===== src/rtl/alu_job_sequencer_pkg.sv =====
// Shared opcodes, sequencer state encodings and the packed command layout
// used by alu_job_sequencer and its command FIFO.
package alu_job_sequencer_pkg;

    localparam int SEQ_CMD_W = 40;

    // Radix ALU opcodes; the sequencer passes these through undecoded.
    localparam logic [3:0] OP_BIN_ADD   = 4'h0;
    localparam logic [3:0] OP_BIN_SUB   = 4'h1;
    localparam logic [3:0] OP_BIN_MUL   = 4'h2;
    localparam logic [3:0] OP_DEC_ADD   = 4'h8;
    localparam logic [3:0] OP_DEC_MUL10 = 4'h9;

    typedef enum logic [1:0] {
        SEQ_ST_IDLE  = 2'd0,
        SEQ_ST_ISSUE = 2'd1,
        SEQ_ST_WAIT  = 2'd2,
        SEQ_ST_RESP  = 2'd3
    } seq_state_t;

    typedef struct packed {
        logic [3:0]  opcode;
        logic [15:0] a;
        logic [15:0] b;
        logic [3:0]  tag;
    } seq_cmd_t;

endpackage


===== src/rtl/alu_job_sequencer_cmd_fifo.sv =====
// Synchronous command FIFO; pointers carry an extra wrap bit so full and
// empty are distinguished without a separate occupancy counter.
module cmd_fifo
    import alu_job_sequencer_pkg::*;
#(
    parameter int DEPTH = 4
) (
    input  logic     clk,
    input  logic     rst,
    input  logic     push,
    input  seq_cmd_t push_data,
    input  logic     pop,
    output seq_cmd_t pop_data,
    output logic     full,
    output logic     empty
);

    localparam int AW = $clog2(DEPTH);
    localparam logic [AW:0] PTR_ONE = {{AW{1'b0}}, 1'b1};

    logic [SEQ_CMD_W-1:0] mem [DEPTH];
    logic [AW:0]          wr_ptr;
    logic [AW:0]          rd_ptr;
    logic                 do_push;
    logic                 do_pop;

    assign do_push  = push && !full;
    assign do_pop   = pop && !empty;
    assign empty    = (wr_ptr == rd_ptr);
    assign full     = (wr_ptr[AW] != rd_ptr[AW]) && (wr_ptr[AW-1:0] == rd_ptr[AW-1:0]);
    assign pop_data = seq_cmd_t'(mem[rd_ptr[AW-1:0]]);

    // NOTE: sequential state is updated with <= so every flop samples pre-edge values.
    always_ff @(posedge clk) begin
        if (rst) begin
            wr_ptr <= '0;
            rd_ptr <= '0;
        end else begin
            if (do_push) wr_ptr <= wr_ptr + PTR_ONE;
            if (do_pop)  rd_ptr <= rd_ptr + PTR_ONE;
        end
    end

    // NOTE: storage is not reset; the pointers alone define which entries are live.
    always_ff @(posedge clk) begin
        if (do_push) mem[wr_ptr[AW-1:0]] <= push_data;
    end

endmodule


===== src/rtl/alu_job_sequencer.sv =====
// Buffers ALU commands, issues them one at a time over start/busy/done,
// times each job and returns a tagged response plus running statistics.
module alu_job_sequencer
    import alu_job_sequencer_pkg::*;
#(
    parameter int DEPTH   = 4,
    parameter int TIMEOUT = 255
) (
    input  logic        clk,
    input  logic        rst,
    input  logic        cmd_valid,
    output logic        cmd_ready,
    input  logic [3:0]  cmd_opcode,
    input  logic [15:0] cmd_a,
    input  logic [15:0] cmd_b,
    input  logic [3:0]  cmd_tag,
    output logic        alu_start,
    output logic [3:0]  alu_opcode,
    output logic [15:0] alu_a,
    output logic [15:0] alu_b,
    input  logic        alu_busy,
    input  logic        alu_done,
    input  logic [31:0] alu_result,
    output logic        rsp_valid,
    input  logic        rsp_ready,
    output logic [31:0] rsp_result,
    output logic [3:0]  rsp_tag,
    output logic [7:0]  rsp_cycles,
    output logic        rsp_timeout,
    output logic [15:0] stat_ops,
    output logic [31:0] stat_cycles
);

    localparam logic [7:0] TIMEOUT_CNT = 8'(TIMEOUT);

    seq_state_t state_q;
    seq_state_t state_d;
    seq_cmd_t   job_q;
    seq_cmd_t   fifo_head;
    seq_cmd_t   cmd_in;
    logic       fifo_full;
    logic       fifo_empty;
    logic       fifo_pop;
    logic [7:0] wait_cnt_q;
    logic       timed_out;

    assign cmd_in    = '{opcode: cmd_opcode, a: cmd_a, b: cmd_b, tag: cmd_tag};
    assign cmd_ready = !fifo_full;

    cmd_fifo #(.DEPTH(DEPTH)) u_cmd_fifo (
        .clk       (clk),
        .rst       (rst),
        .push      (cmd_valid),
        .push_data (cmd_in),
        .pop       (fifo_pop),
        .pop_data  (fifo_head),
        .full      (fifo_full),
        .empty     (fifo_empty)
    );

    assign alu_start  = (state_q == SEQ_ST_ISSUE);
    assign rsp_valid  = (state_q == SEQ_ST_RESP);
    assign alu_opcode = job_q.opcode;
    assign alu_a      = job_q.a;
    assign alu_b      = job_q.b;
    assign timed_out  = (wait_cnt_q == TIMEOUT_CNT);

    // NOTE: every always_comb output gets a default first so no path infers a latch.
    always_comb begin
        state_d  = state_q;
        fifo_pop = 1'b0;
        case (state_q)
            SEQ_ST_IDLE: begin
                if (!fifo_empty) begin
                    fifo_pop = 1'b1;
                    state_d  = SEQ_ST_ISSUE;
                end
            end
            SEQ_ST_ISSUE: begin
                if (!alu_busy) state_d = SEQ_ST_WAIT;
            end
            SEQ_ST_WAIT: begin
                if (alu_done || timed_out) state_d = SEQ_ST_RESP;
            end
            SEQ_ST_RESP: begin
                // Chain straight into the next job so back-to-back work skips IDLE.
                if (rsp_ready) begin
                    if (!fifo_empty) begin
                        fifo_pop = 1'b1;
                        state_d  = SEQ_ST_ISSUE;
                    end else begin
                        state_d  = SEQ_ST_IDLE;
                    end
                end
            end
            default: state_d = SEQ_ST_IDLE;
        endcase
    end

    always_ff @(posedge clk) begin
        if (rst) begin
            state_q     <= SEQ_ST_IDLE;
            job_q       <= '0;
            wait_cnt_q  <= '0;
            rsp_result  <= '0;
            rsp_tag     <= '0;
            rsp_cycles  <= '0;
            rsp_timeout <= 1'b0;
            stat_ops    <= '0;
            stat_cycles <= '0;
        end else begin
            state_q <= state_d;
            if (fifo_pop) job_q <= fifo_head;
            case (state_q)
                SEQ_ST_ISSUE: begin
                    if (!alu_busy) wait_cnt_q <= 8'd1;
                end
                SEQ_ST_WAIT: begin
                    if (wait_cnt_q != 8'hFF) wait_cnt_q <= wait_cnt_q + 8'd1;
                    // A done arriving on the timeout cycle still counts as a completion.
                    if (alu_done) begin
                        rsp_result  <= alu_result;
                        rsp_cycles  <= wait_cnt_q;
                        rsp_timeout <= 1'b0;
                        rsp_tag     <= job_q.tag;
                    end else if (timed_out) begin
                        rsp_result  <= '0;
                        rsp_cycles  <= TIMEOUT_CNT;
                        rsp_timeout <= 1'b1;
                        rsp_tag     <= job_q.tag;
                    end
                end
                SEQ_ST_RESP: begin
                    if (rsp_ready) begin
                        stat_ops    <= stat_ops + 16'd1;
                        stat_cycles <= stat_cycles + 32'(rsp_cycles);
                    end
                end
                default: ;
            endcase
        end
    end

endmodule


===== config.mk =====
export PLATFORM = sky130hd
export DESIGN_NAME = alu_job_sequencer
export DESIGN_NICKNAME = d
export VERILOG_FILES = /design/src/rtl/alu_job_sequencer_pkg.sv /design/src/rtl/alu_job_sequencer_cmd_fifo.sv /design/src/rtl/alu_job_sequencer.sv
export SDC_FILE = /design/constraint.sdc
export NUM_CORES = 1
export LEC_CHECK = 0
export BUFFER_PORTS_ARGS = -buffer_cell sky130_fd_sc_hd__buf_2
export CORE_MARGIN = 5
export CORE_UTILIZATION = 45
export CTS_CLUSTER_SIZE = 10
export DETAILED_ROUTE_END_ITERATION = 10
export PLACE_DENSITY = 0.66
export SYNTH_ARGS = -nofsm -noshare
export SYNTH_HDL_FRONTEND = slang
export SYNTH_SLANG_ARGS = --single-unit

===== constraint.sdc =====
create_clock -name clk -period 3.2 [get_ports clk]
set_input_delay 0.64 -clock clk [delete_from_list [all_inputs] [get_ports clk]]
set_output_delay 0.64 -clock clk [all_outputs]
set_load 0.02 [all_outputs]

# Word-level counts from Yosys, hierarchy flattened
# Memory sizes are Yosys's and may differ from the RTL's. A register that Yosys moved wholly into a read port is not among the register bits.
# Cells that the tools add are included.
# op_classes
mux,22
n_eq_ne,13
n_addsub,5
reduce_logical,13
# op_table
cell,n
$mux W32,2
$add A32 B8 Y32,1
$mux W8,4
$add A16 B1 Y16 const B,1
$pmux W8 S2,1
$add A8 B1 Y8 const B,1
$eq A8 B8 Y1 const B,1
$mux W2,4
$mux W4,2
$ne A2 B2 Y1 const B,4
$ne A8 B8 Y1 const B,1
$pmux W2 S4,1
$mux W1,7
$add A3 B1 Y3 const B,2
$eq A2 B2 Y1 const B,2
$reduce_and A2 Y1,2
$reduce_and A4 Y1,1
$reduce_bool A2 Y1,2
$eq A3 B3 Y1,1
$logic_and A1 B1 Y1,3
$reduce_and A3 Y1,1
$eq A2 B1 Y1 const B,1
$eq A2 B2 Y1,1
$logic_not A1 Y1,2
other kinds (5),5
# word_totals
input_bits,78
word_cells,64
register_bits,109
mem_count,1
out_inout_bits,132
mem_bits_rw,160
# mem_list
name,words,width,rd,rd_ports_with_merged_regs,write_ports,line_no,rtl
u_cmd_fifo.mem,4,40,1,1,1,alu_job_sequencer_cmd_fifo.sv:21,logic [SEQ_CMD_W-1:0] mem [DEPTH];

# Logic depth before layout (Yosys ltp)
# logic_depth
ltp_word,6
mapped_depth,8
mapped_depth_nobuf,7

# Hierarchy
# From an unflattened synthesis, not the netlist that was laid out.
# unflattened
cells_unflattened,1033
hier_area_um2,12643.4
# by_module_without_submodules
module,cells_each,seq_area_each_um2,area_each_um2,instances
cmd_fifo,277,4964.8,6336.1,1
alu_job_sequencer,756,2862.7,6307.3,1

# Least setup slack after synthesis
# OpenSTA, ideal clock, no wires.
# synth_timing
kind,register to register
from,reg u_cmd_fifo.rd_ptr[1]
to,"mem u_cmd_fifo.mem[3][0], enable pin"
period_less_slack_ps,2516
setup_ps,403
arrival_ps,2113
path_buffers,1
setup_slack_ps,684
t_required_ps,2797
path_stages_with_launch,5
cell_sequence,dfxtp_1 > clkbuf_1 > xnor2_1 > a31oi_1 > and2_1
# synth_between
elab_chain_cells,6
# synth_lines
element,line_no,rtl
start: declaration,alu_job_sequencer_cmd_fifo.sv:23,logic [AW:0] rd_ptr;
start signal: assignment,alu_job_sequencer_cmd_fifo.sv:40,if (do_pop) rd_ptr <= rd_ptr + PTR_ONE;
$eq A2 B2 Y1,alu_job_sequencer_cmd_fifo.sv:30,assign full = (wr_ptr[AW] != rd_ptr[AW]) && (wr_ptr[AW-1:0] == rd_ptr[AW-1:0]);
$logic_and A1 B1 Y1,alu_job_sequencer_cmd_fifo.sv:30,
$logic_not A1 Y1,alu_job_sequencer_cmd_fifo.sv:27,assign do_push = push && !full;
$logic_and A1 B1 Y1,alu_job_sequencer_cmd_fifo.sv:27,
$mux W1,alu_job_sequencer_cmd_fifo.sv:46,if (do_push) mem[wr_ptr[AW-1:0]] <= push_data;
$mux W1 (not written as such),alu_job_sequencer_cmd_fifo.sv:46,
end: declaration,alu_job_sequencer_cmd_fifo.sv:21,
# Every way passes these cells.

# Worst setup path after layout
# layout_timing
from,reg state_q[1]
to,reg stat_cycles[25]
# layout_between
elab_chain_cells,2
# layout_lines
element,line_no,rtl
start: declaration,alu_job_sequencer.sv:36,seq_state_t state_q;
start signal: assignment,alu_job_sequencer.sv:112,state_q <= state_d;
$eq A2 B2 Y1,alu_job_sequencer.sv:114,case (state_q)
$reduce_and A2 Y1 (no line),n/a,
end signal: assignment,alu_job_sequencer.sv:136,stat_cycles <= stat_cycles + 32'(rsp_cycles);
end: declaration,alu_job_sequencer.sv:31,output logic [31:0] stat_cycles
# Every way passes these cells.
# A chain may end at the register's enable or synchronous reset.

==> reports/qor.csv <==
metric,value,unit
status,finished clean,
clock_path_buffers,3,
worstPathArrival,3.04,ns
drive_above_1_share,28.2,%
io_pins,210,
first_pass_iters,5,
h-tree-depth,2,
worst_slew_pin_slew,0.998,ns
final-seq-area,7790,um^2
leakagePower,5.55,nW
rsz0062_at_grt,false,
clockRootBuffer,clkbuf_16,
grt_max_degree,70,
syn_area_per_cell,12.5,um^2
gp_congestion,0.799,
core_region_area,27000,um^2
final_hold_viol_count,0,
wl_per_cell,17.5,um
gr-total-overflow,0,
first_iter_violations,498,
pwr-share-seq,42.6,%
fmax,379,MHz
grt_pass1_wl,42.5,mm
drv_cap,0,
relSlewSlack,33.0,%
post_cts_resized,0,
layout_commonest_cell,buf_2,
power.density,760,nW/um^2
yosys_warnings,0,
syn-num-nets,1092,
power_frac_clock,34.1,%
p_sw_share,29.7,%
fin_tns_setup,0,ns
timing.rr.start,state_q[1],
cts_hold_buffers,0,
port_buffers,209,
antenna_found_initial,4,
multi_input_area,4050,um^2
cp-end-kind,flip-flop,
synth-compound-area-share,8.25,%
synth_fa_ha_area_share,2.18,%
synth_edf_count,160,
ir_worst_vdd,0.000612,V
place_hpwl,17.0,mm
synth_top_family_by_area,simple AND/OR/NAND/NOR gates,
synth-simple-area-share,11.1,%
numCtsBuffers,37,
clk_pin_slew,0.05,ns
final_area,14700,um^2
cp.required,3.60,ns
wl,26.8,mm
ys_seq_area_share,62.9,%
die_x,176,um
final_cell_mix,"208 x buf_2, 160 x edfxtp_1, 147 x dfxtp_1, 128 x nand2_1, 101 x nor2_1",
synthFlopType,edfxtp_1,
postCtsSetupRepairBufs,0,
min_path_type,input pin to flip-flop,
cts.sinks,309,
ys_ff_latch,309,
via_per_inst,5.27,
nNetsFinal,1268,
grt.total_usage,16.9,%
grt_pass1_vias,7966,
finalClockSkew,0.0121,ns
diodes,0,
fillers,2312,
min_from,cmd_a[7],
crit_fanout,15,
mappedNetlistArea,12400,um^2
postRouteAntennaNets,0,
vias,8077,
synthCells,993,
critPathLaunchType,flip-flop,
post-route-drc-count,0,
start_util,45.8,%
synthDistinctLibCells,57,
comb_power_share,23.3,%
hold_ws,0.338,ns
setup_viol,0,
synth_mux_area_share,8.55,%
placed_cell_area,13600,um^2
startpoint,state_q[1],
worstSetupPathType,flip-flop to flip-flop,
die_h,176,um
period_share,82.5,%
area_growth,18.5,%
period_minus_slack,2.64,ns
p_int,7.83,mW
async_flop_share,0,%
drv_slew,0,
p_switching,3.31,mW
rows,60,
die_area,30900,um^2
clk_latency,0.52,ns
synth_xor_area_share,2.41,%
cts_tree,built,
## logic make-up after synthesis
kind of cell | Yosys count
AND/OR/NAND/NOR | 315
flip-flops | 309
AO/OA/AOI/OAI | 158
buffers and inverters | 102
multiplexers | 54
XOR/XNOR | 34
adder cells (fa/ha/maj) | 21
## final timing paths
check                     endpoint  cells past startpoint  slack, ns
max                stat_cycles[25]                      6       0.56
min          u_cmd_fifo.mem[3][27]                      1       0.34
max reg2reg        stat_cycles[25]                      6       0.56
min reg2reg              alu_b[11]                      2       0.45
## final cells by class
class	count	share of cell area, %
sequential	309	53.1
multi-input combinational	582	27.6
timing repair buffer	224	8.43
clock buffer	60	7.25
tap	341	2.91
inverter	15	0.384
clock inverter	3	0.282
## stage by stage
stage / utilization (%) / power, mW / instances / setup slack [ns]
global route: 54.3 / 11.7 / 1534 / 0.344
global placement: 50.2 / 7.45 / 1471 / 0.625
CTS: 54.3 / 11.3 / 1534 / 0.528
finish: 54.3 / 11.1 / 1534 / 0.560
floorplan: - / 6.87 / 993 / 0.684
detailed placement: 50.2 / 7.49 / 1471 / 0.521
## worst max-delay path: stages (launching register included)
cell and delay, ns:
dfxtp_1 0.40, ha_1 0.32, and2_4 0.30, and4_1 0.21, o21ai_1 0.33, a2111oi_0 0.60, mux2_2 0.38
## synth_stat cells, drive strengths merged (13+ instances only)
cell	instances	area share, %
inv	15	0.46
buf	51	2.9
a21oi	74	3.0
dfxtp	149	24
mux4	40	7.3
clkbuf	36	1.2
nand2	128	3.9
xnor2	17	1.2
edfxtp	160	39
nand4	13	0.66
xor2	17	1.2
nand3	21	0.85
nor2	101	3.1
a22oi	32	1.9
ha	20	2.0
mux2	13	1.2
## state kept, by name (all words and copies together), names as in the netlist, 4 cells and up
| signal | flops |
|---|---|
| rsp_tag | 4 |
| rsp_result | 32 |
| stat_cycles | 32 |
| wait_cnt_q | 8 |
| rsp_cycles | 8 |
| alu_b | 16 |
| stat_ops | 16 |
| job_q | 4 |
| alu_a | 16 |
| alu_opcode | 4 |
| u_cmd_fifo.mem | 160 |
## power groups by stage
stage | Combinational [mW] | Clock, mW | Sequential, mW
2_1_floorplan | 2.02 | 0 | 4.85
3_3_place_gp | 2.64 | 0 | 4.81
3_5_place_dp | 2.66 | 0 | 4.83
4_1_cts | 2.67 | 3.91 | 4.75
5_1_grt | 2.88 | 4.08 | 4.79
6_report | 2.60 | 3.80 | 4.75
## routing by layer
metal | GRT usage, % | vias to the layer above | share of wire, % | wire [um]
met3 | 4.50 | 52 | 6.8 | 1820
li1 | - | 3925 | - | -
met1 | 21.7 | 3891 | 43 | 11500
met2 | 28.6 | 201 | 48 | 12800
met4 | 4.68 | 8 | 2.3 | 610
met5 | 0 | - | 0.21 | 55
No activity file was read; power rests on OpenSTA's default activity.
